==> src/rtl/instr_mem_loader.sv <==
// Byte-stream program loader: parses a 16-bit word count, assembles little-endian
// words and writes them to instruction memory while holding the fetch stage.
module instr_mem_loader #(
    parameter int width_B = 32,
    parameter int Addr_B  = 10
) (
    input  logic               clk,
    input  logic               reset,
    input  logic               start,
    input  logic [7:0]         rx_data,
    input  logic               rx_valid,
    output logic               rx_ready,
    output logic               mem_we,
    output logic [Addr_B-1:0]  mem_addr,
    output logic [width_B-1:0] mem_wdata,
    output logic               cpu_hold,
    output logic               pc_restart,
    output logic               done,
    output logic               error
);

    localparam int lanes = width_B / 8;
    localparam int idx_w = (lanes > 1) ? $clog2(lanes) : 1;
    localparam logic [16:0] max_words = 17'(2 ** Addr_B);

    typedef enum logic [2:0] {
        S_IDLE,
        S_LEN_LO,
        S_LEN_HI,
        S_DATA,
        S_WRITE,
        S_DONE,
        S_ERR
    } state_t;

    state_t            state_reg;
    logic              rx_ready_reg;
    logic              mem_we_reg;
    logic              cpu_hold_reg;
    logic              pc_restart_reg;
    logic              done_reg;
    logic              error_reg;
    logic [7:0]        len_lo_reg;
    logic [Addr_B-1:0] addr_reg;
    logic [Addr_B-1:0] last_addr_reg;
    logic [idx_w-1:0]  byte_idx_reg;

    logic        xfer;
    logic        lane_load;
    logic [15:0] n_words;
    logic        n_bad;

    assign xfer      = rx_valid && rx_ready_reg;
    assign lane_load = xfer && (state_reg == S_DATA);
    assign n_words   = {rx_data, len_lo_reg};
    // Full 16-bit compare; N equal to the memory depth is still legal.
    assign n_bad     = (n_words == 16'd0) || ({1'b0, n_words} > max_words);

    always_ff @(posedge clk) begin
        if (reset) begin
            state_reg      <= S_IDLE;
            rx_ready_reg   <= 1'b0;
            mem_we_reg     <= 1'b0;
            cpu_hold_reg   <= 1'b0;
            pc_restart_reg <= 1'b0;
            done_reg       <= 1'b0;
            error_reg      <= 1'b0;
            len_lo_reg     <= '0;
            addr_reg       <= '0;
            last_addr_reg  <= '0;
            byte_idx_reg   <= '0;
        end else begin
            mem_we_reg     <= 1'b0;
            pc_restart_reg <= 1'b0;
            done_reg       <= 1'b0;
            case (state_reg)
                S_IDLE: begin
                    if (start) begin
                        state_reg    <= S_LEN_LO;
                        rx_ready_reg <= 1'b1;
                        cpu_hold_reg <= 1'b1;
                    end
                end
                S_LEN_LO: begin
                    if (xfer) begin
                        len_lo_reg <= rx_data;
                        state_reg  <= S_LEN_HI;
                    end
                end
                S_LEN_HI: begin
                    if (xfer) begin
                        if (n_bad) begin
                            state_reg    <= S_ERR;
                            rx_ready_reg <= 1'b0;
                            error_reg    <= 1'b1;
                        end else begin
                            state_reg     <= S_DATA;
                            addr_reg      <= '0;
                            byte_idx_reg  <= '0;
                            // Store N-1 so the address counter never needs to reach N.
                            last_addr_reg <= Addr_B'(n_words - 16'd1);
                        end
                    end
                end
                S_DATA: begin
                    if (xfer) begin
                        byte_idx_reg <= byte_idx_reg + idx_w'(1);
                        if (byte_idx_reg == idx_w'(lanes - 1)) begin
                            state_reg    <= S_WRITE;
                            rx_ready_reg <= 1'b0;
                            mem_we_reg   <= 1'b1;
                        end
                    end
                end
                S_WRITE: begin
                    if (addr_reg == last_addr_reg) begin
                        state_reg      <= S_DONE;
                        done_reg       <= 1'b1;
                        pc_restart_reg <= 1'b1;
                    end else begin
                        state_reg    <= S_DATA;
                        addr_reg     <= addr_reg + Addr_B'(1);
                        byte_idx_reg <= '0;
                        rx_ready_reg <= 1'b1;
                    end
                end
                S_DONE: begin
                    state_reg    <= S_IDLE;
                    cpu_hold_reg <= 1'b0;
                end
                S_ERR: begin
                    if (start) begin
                        state_reg    <= S_LEN_LO;
                        error_reg    <= 1'b0;
                        rx_ready_reg <= 1'b1;
                    end
                end
                default: begin
                    state_reg    <= S_IDLE;
                    rx_ready_reg <= 1'b0;
                    cpu_hold_reg <= 1'b0;
                end
            endcase
        end
    end

    // One register per byte lane; the assembled word is held through the write cycle.
    genvar gi;
    generate
        for (gi = 0; gi < lanes; gi++) begin : g_lane
            logic [7:0] lane_reg;
            always_ff @(posedge clk) begin
                if (reset) begin
                    lane_reg <= '0;
                end else if (lane_load && (byte_idx_reg == idx_w'(gi))) begin
                    lane_reg <= rx_data;
                end
            end
            assign mem_wdata[gi*8 +: 8] = lane_reg;
        end
    endgenerate

    assign rx_ready   = rx_ready_reg;
    assign mem_we     = mem_we_reg;
    assign mem_addr   = addr_reg;
    assign cpu_hold   = cpu_hold_reg;
    assign pc_restart = pc_restart_reg;
    assign done       = done_reg;
    assign error      = error_reg;

endmodule

==> config.mk <==
export PLATFORM = sky130hd
export DESIGN_NAME = instr_mem_loader
export DESIGN_NICKNAME = d
export VERILOG_FILES = /design/src/rtl/instr_mem_loader.sv
export SDC_FILE = /design/constraint.sdc
export NUM_CORES = 1
export LEC_CHECK = 0
export ABC_AREA = 1
export CORE_UTILIZATION = 52
export CTS_CLUSTER_DIAMETER = 80
export CTS_CLUSTER_SIZE = 16
export DETAILED_ROUTE_END_ITERATION = 12
export PLACE_DENSITY = 0.79
export SYNTH_ARGS = -nofsm -noshare
export SYNTH_HDL_FRONTEND = slang
export SYNTH_SLANG_ARGS = --single-unit
==> constraint.sdc <==
create_clock -name clk -period 2 [get_ports clk]
set_clock_uncertainty 0.15 [all_clocks]
set_input_delay 0.3 -clock clk [delete_from_list [all_inputs] [get_ports clk]]
set_output_delay 0.3 -clock clk [all_outputs]
set_load 0.02 [all_outputs]
==> run summary, run 1 <==
Outcome: finished, final reports clean
Core Area: 0.006096 mm^2
Area Overhead vs Synth: 30.24%
Dpl cells: 618
Clk sinks: 70
Final #Nets: 574
Root Driver: clkbuf_8
# port buffers: 59
Worst hold slack: 0.3172 ns
CP cell instances: buf_4, clkdlybuf4s50_1
Tcrit/Tclk final: 0.9677
Hold Path Class: reg -> reg
Post-route setup TNS: 0 ns
P_sw: 1344 uW
Insertion delay to the later sink of the worst-skew pair: 0.36 ns
Syn_nets: 495
ANT cells: 0
Leading cell types in the layout, fill and taps excluded: nand2_1 (114), dfxtp_1 (70), clkdlybuf4s50_1 (59)
Final instance area: 0.004397 mm^2
Crit. Startpoint: mem_addr[6]
Hold Crit Start: last_addr_reg[5]
Power Total: 3839 uW
CTS tree: yes
Global placer's final weighted congestion: 0.8764
CTS max path bufs: 2
Avg Vias per Cell: 5.342
Netlist cell types: 29
Grt ovf: 0
Post-Syn Area: 0.003376 mm^2
Highest metal used: met4
CP startpoint kind: register
First-pass GRT wire length: 13.62 mm
Die Wd: 82.57 um
Unrepaired setup endpoints after global routing: false
Maximum fanout along the worst path: 4
Post-Route WL: 8.523 mm
I/O pin total: 60
Wire length on met2: 4.014 mm
Die Y: 82.57 um
Fraction of layout cells with a size suffix above 1: 0.1250
CP Class: reg -> out
Global-route total usage across every layer: 0.2695
Max-cap viol count: 0
Placed Area: 0.004180 mm^2
Initial core utilization: 0.5538
Instance count on the critical path: 2
Tmin final: 1.935 ns
Comb pwr share: 0.294
Fmax: 516.7 MHz
FP Rows: 28
Final HPWL DP: 6.104 mm
Max IR drop VDD: 0.0006376 V
Register area share after synthesis: 0.4151
CP endpoint kind: output port
Die area: 0.006818 mm^2
Crit path DAT: 1.49 ns
First DRT Iteration DRCs: 211
Met3 wire length: 539 um
Buf/Inv on CP: 2
Delay-heaviest family, CP: buffers and inverters
PwrDens: 873.1 mW/mm^2
R2r startpoint: state_reg[2]
Max FFs per register: 32
Worst slew pin tran: 0.3372 ns
WL per Instance: 13.42 um
Post-route ant nets: 0
Routed vias: 3392
Avg Synthesized Cell Area: 7.092 um^2
H-tree levels: 3
Pin count of the biggest net entering global routing: 34
Final setup viols: 0
Sequential power share: 0.406
Leading cell type in the layout, fill and taps excluded: nand2_1
Syn. warnings: 0
Initial antenna violation count: 0
Num CTS Buffers: 9
M1 wire length: 3.763 mm
Final Hold Fails: 0
Worst rel slew slack: 0.7752
Sw frac: 0.3501
R2R Path End: g_lane[2].lane_reg[1]
DRC: 0
Drt first pass iters: 5
Clock share of power: 0.300
Syn Inst Count: 476
Worst setup endpoint: mem_addr[6]
Slowest CP cell: clkdlybuf4s50_1
Total leakage power: 0.001674 uW
Yosys reg bits: 70
Internal: 2495 uW
Number of global-route vias before repair: 3019
R2R setup slack: 0.14 ns
R2R depth: 8
Finished Layout Cells: 635
Worst path max stage delay: 0.60 ns
Clock-pin slew on the worst setup and hold paths: 0.07 ns
WP data required: 1.55 ns
Max Slew Vio Count: 0
==> worst min-delay path by stage <==
stage                                 end  slack [ns]  cells past startpoint
global placement         last_addr_reg[8]        0.30                      2
global route        g_lane[1].lane_reg[5]        0.33                      2
finish                   last_addr_reg[5]        0.32                      2
floorplan                last_addr_reg[0]        0.28                      1
detailed placement  g_lane[1].lane_reg[5]        0.30                      2
CTS                 g_lane[0].lane_reg[6]        0.32                      2
==> power by group through the flow <==
| stage | Clock, uW | Sequential (uW) | Combinational, uW |
|---|---|---|---|
| 2_1_floorplan | 0 | 1610 | 724 |
| 5_1_grt | 1240 | 1570 | 1260 |
| 4_1_cts | 1170 | 1560 | 1100 |
| 6_report | 1150 | 1560 | 1130 |
| 3_5_place_dp | 0 | 1590 | 1080 |
| 3_3_place_gp | 0 | 1590 | 1070 |
==> through the flow <==
| step | setup slack, ns | util |
|---|---|---|
| 2_1_floorplan | 0.2980 | - |
| 3_3_place_gp | -0.1233 | 0.6858 |
| 3_5_place_dp | -0.1865 | 0.6858 |
| 4_1_cts | 0.04430 | 0.7184 |
| 5_1_grt | 0.004270 | 0.7213 |
| 6_report | 0.06465 | 0.7213 |
==> metal layers <==
| metal | up-vias | global-route usage |
|---|---|---|
| li1 | 1701 | - |
| met4 | 0 | 0.1448 |
| met2 | 121 | 0.4372 |
| met3 | 18 | 0.05055 |
| met1 | 1552 | 0.3374 |
| met5 | - | 0 |
==> worst register-to-register path, stage by stage (launching register included) <==
cell	delay [ns]
dfxtp_1	0.38
inv_2	0.08
nand2_1	0.12
nor2_1	0.19
inv_2	0.09
nor2_4	0.24
nand2_1	0.27
nand2_1	0.16
a21oi_1	0.08
==> cell families (layout without fill, tap and decap cells) <==
logic type	after synthesis	after routing	synth area share
simple gates	242	242	0.3239
compound gates	85	85	0.1282
flops	70	70	0.4151
buf+inv	58	142	0.07042
xor+xnor	14	14	0.03632
fa+ha+maj	7	7	0.02594
==> cell usage after synthesis, drive strengths merged <==
| master | instances | share of area |
|---|---|---|
| a21oi | 58 | 0.086 |
| buf | 7 | 0.014 |
| clkbuf | 11 | 0.012 |
| dfxtp | 70 | 0.42 |
| ha | 7 | 0.026 |
| inv | 40 | 0.044 |
| nand2 | 120 | 0.14 |
| nand3 | 49 | 0.082 |
| nand4 | 7 | 0.013 |
| nor2 | 60 | 0.080 |
| nor3 | 2 | 0.0030 |
| nor3b | 1 | 0.0022 |
| o21ai | 25 | 0.037 |
| o21ba | 1 | 0.0030 |
| o21bai | 1 | 0.0022 |
| or2 | 3 | 0.0056 |
| xnor2 | 7 | 0.018 |
| xor2 | 7 | 0.018 |
==> final cells by class <==
type | count | area (um^2)
clock buffer | 10 | 127.6
clock inverter | 6 | 71.32
fill | 479 | 1699
inverter | 40 | 150.1
multi-input combinational | 348 | 1747
sequential | 70 | 1401
tap | 75 | 93.84
timing repair buffer | 86 | 805.8
==> timing repair <==
| action | CTS | global route |
|---|---|---|
| setup buffers | 0 | 1 |
| hold buffers | 0 | 0 |
| resized for setup | 0 | 2 |
| setup endpoints to repair | 0 | 14 |
No activity file was read; power rests on OpenSTA's default activity.
==> run 2: changes to the inputs <==
--- a/config.mk
+++ b/config.mk
@@ -6,6 +6,7 @@
 export NUM_CORES = 1
 export LEC_CHECK = 0
 export ABC_AREA = 1
+export ABC_CLOCK_PERIOD_IN_PS = 2000
 export CORE_UTILIZATION = 52
 export CTS_CLUSTER_DIAMETER = 80
 export CTS_CLUSTER_SIZE = 16
==> results of run 2 <==
Same layout as run 1: the final DEF is identical, and so are final timing and power.
==> run 3: changes to the inputs <==
--- a/config.mk
+++ b/config.mk
@@ -12,6 +12,7 @@
 export CTS_CLUSTER_SIZE = 16
 export DETAILED_ROUTE_END_ITERATION = 12
 export PLACE_DENSITY = 0.79
+export REMOVE_ABC_BUFFERS = 1
 export SYNTH_ARGS = -nofsm -noshare
 export SYNTH_HDL_FRONTEND = slang
 export SYNTH_SLANG_ARGS = --single-unit
==> run summary, run 3 (synthesis gave the netlist of run 1 again) <==
Routed vias: 3415
Pin count of the biggest net entering global routing: 32
Post-layout util: 0.7332
WL per Instance: 13.82 um
Max FFs per register: 32
Maximum fanout along the worst path: 7
Total leakage power: 0.001719 uW
Post-route ant nets: 0
H-tree levels: 3
First DRT Iteration DRCs: 192
Fillers: 501
# hold bufs at CTS: 0
Root Driver: clkbuf_8
Slowest CP cell: clkdlybuf4s50_1
Grt ovf: 0
WP data required: 1.55 ns
DRC: 0
Final HPWL DP: 6.341 mm
Final Hold Fails: 0
Outcome: finished, final reports clean
Die Wd: 82.57 um
M1 wire length: 4.016 mm
Initial core utilization: 0.5538
Leading cell types in the layout, fill and taps excluded: nand2_1 (113), dfxtp_1 (70), clkdlybuf4s50_1 (59)
Avg Vias per Cell: 5.353
Clock-pin slew on the worst setup and hold paths: 0.08 ns
CTS max path bufs: 2
CP Class: reg -> out
Post-Route WL: 8.814 mm
Wire length on met2: 4.078 mm
CP endpoint kind: output port
Delay-heaviest family, CP: buffers and inverters
Initial antenna violation count: 0
Global-route total usage across every layer: 0.2706
Multi-input gate area: 0.001762 mm^2
# port buffers: 59
Max Slew Vio Count: 0
Core Area: 0.006096 mm^2
Highest metal used: met4
Worst rel slew slack: 0.7662
Max IR drop VDD: 0.0005527 V
Worst Slack Setup Final: 0.1071 ns
I/O pin total: 60
Number of global-route vias before repair: 3039
Clk sinks: 70
Drt first pass iters: 5
R2R depth: 11
ANT cells: 0
Met3 wire length: 502 um
Final #Nets: 577
Worst hold slack: 0.3157 ns
Hold Path Class: reg -> reg
First-pass GRT wire length: 13.79 mm
Leading cell type in the layout, fill and taps excluded: nand2_1
Crit path DAT: 1.44 ns
Hold Crit Depth: 2
Global placer's final weighted congestion: 0.8897
CP cell instances: clkdlybuf4s50_1
Fraction of layout cells with a size suffix above 1: 0.1350
FP Rows: 28
Fmax: 528.3 MHz
Num CTS Buffers: 9
Die Y: 82.57 um
Reg area: 0.001401 mm^2
CTS tree: yes
Max-cap viol count: 0
PwrDens: 872.3 mW/mm^2
Buf/Inv on CP: 1
CP startpoint kind: register
Area Overhead vs Synth: 32.39%
Die area: 0.006818 mm^2
Tmin final: 1.893 ns
Worst slew pin tran: 0.3508 ns
Setup slack after placement: -0.1749 ns
Insertion delay to the later sink of the worst-skew pair: 0.34 ns
Instance count on the critical path: 1
Worst path max stage delay: 0.65 ns
Tcrit/Tclk final: 0.9464
Final setup viols: 0
run 3: cell count changes in the layout (fill, tap and decap cells not counted), sizes merged:
| cell | previous run | this run |
|---|---|---|
| clkbuf | 10 | 11 |
| clkinv | 2 | 4 |
| inv | 41 | 40 |
| buf | 27 | 30 |
| clkinvlp | 2 | 0 |
run 3: area by class of cell:
type	count	area share
multi-input combinational	348	0.3942
sequential	70	0.3135
timing repair buffer	89	0.1909
clock buffer	11	0.03387
inverter	40	0.03359
tap	75	0.02100
clock inverter	5	0.01288
run 3: worst paths after layout:
check / startpoint / endpoint / slack [ns]
worst max register to register: len_lo_reg[0] / last_addr_reg[7] / 0.11
worst max-delay path: mem_addr[2] / mem_addr[2] / 0.11
worst min-delay path: g_lane[3].lane_reg[3] / g_lane[3].lane_reg[3] / 0.32
worst min register to register: g_lane[3].lane_reg[3] / g_lane[3].lane_reg[3] / 0.32
run 3: power breakdown:
group          switching, uW  internal [uW]  leakage, uW
clock                    544            644     0.000109
combinational            696            454      0.00105
sequential              89.1           1470     0.000565
run 3: repair_timing:
item / 4_1_cts / 5_1_grt
gates resized for setup: 0 / 5
endpoints found under the setup margin: 0 / 52
buffers inserted: 0 / 5
run 3: metrics by stage:
| stage | area, um^2 | std cells | power (uW) | setup TNS (ns) |
|---|---|---|---|---|
| final | 4469 | 638 | 3899 | 0 |
| after global routing | 4469 | 638 | 4098 | -0.02675 |
| after CTS | 4394 | 633 | 3861 | 0 |
| after detailed placement | 4185 | 617 | 2693 | -2.363 |
| after global placement | 4185 | 617 | 2670 | -0.8907 |
| after floorplan | 3288 | 458 | 2309 | 0 |
run 3: layer usage:
| layer | global-route usage | up-vias |
|---|---|---|
| met2 | 0.4496 | 129 |
| met3 | 0.04835 | 24 |
| met5 | 0 | - |
| met1 | 0.3381 | 1551 |
| met4 | 0.1293 | 0 |
| li1 | - | 1711 |
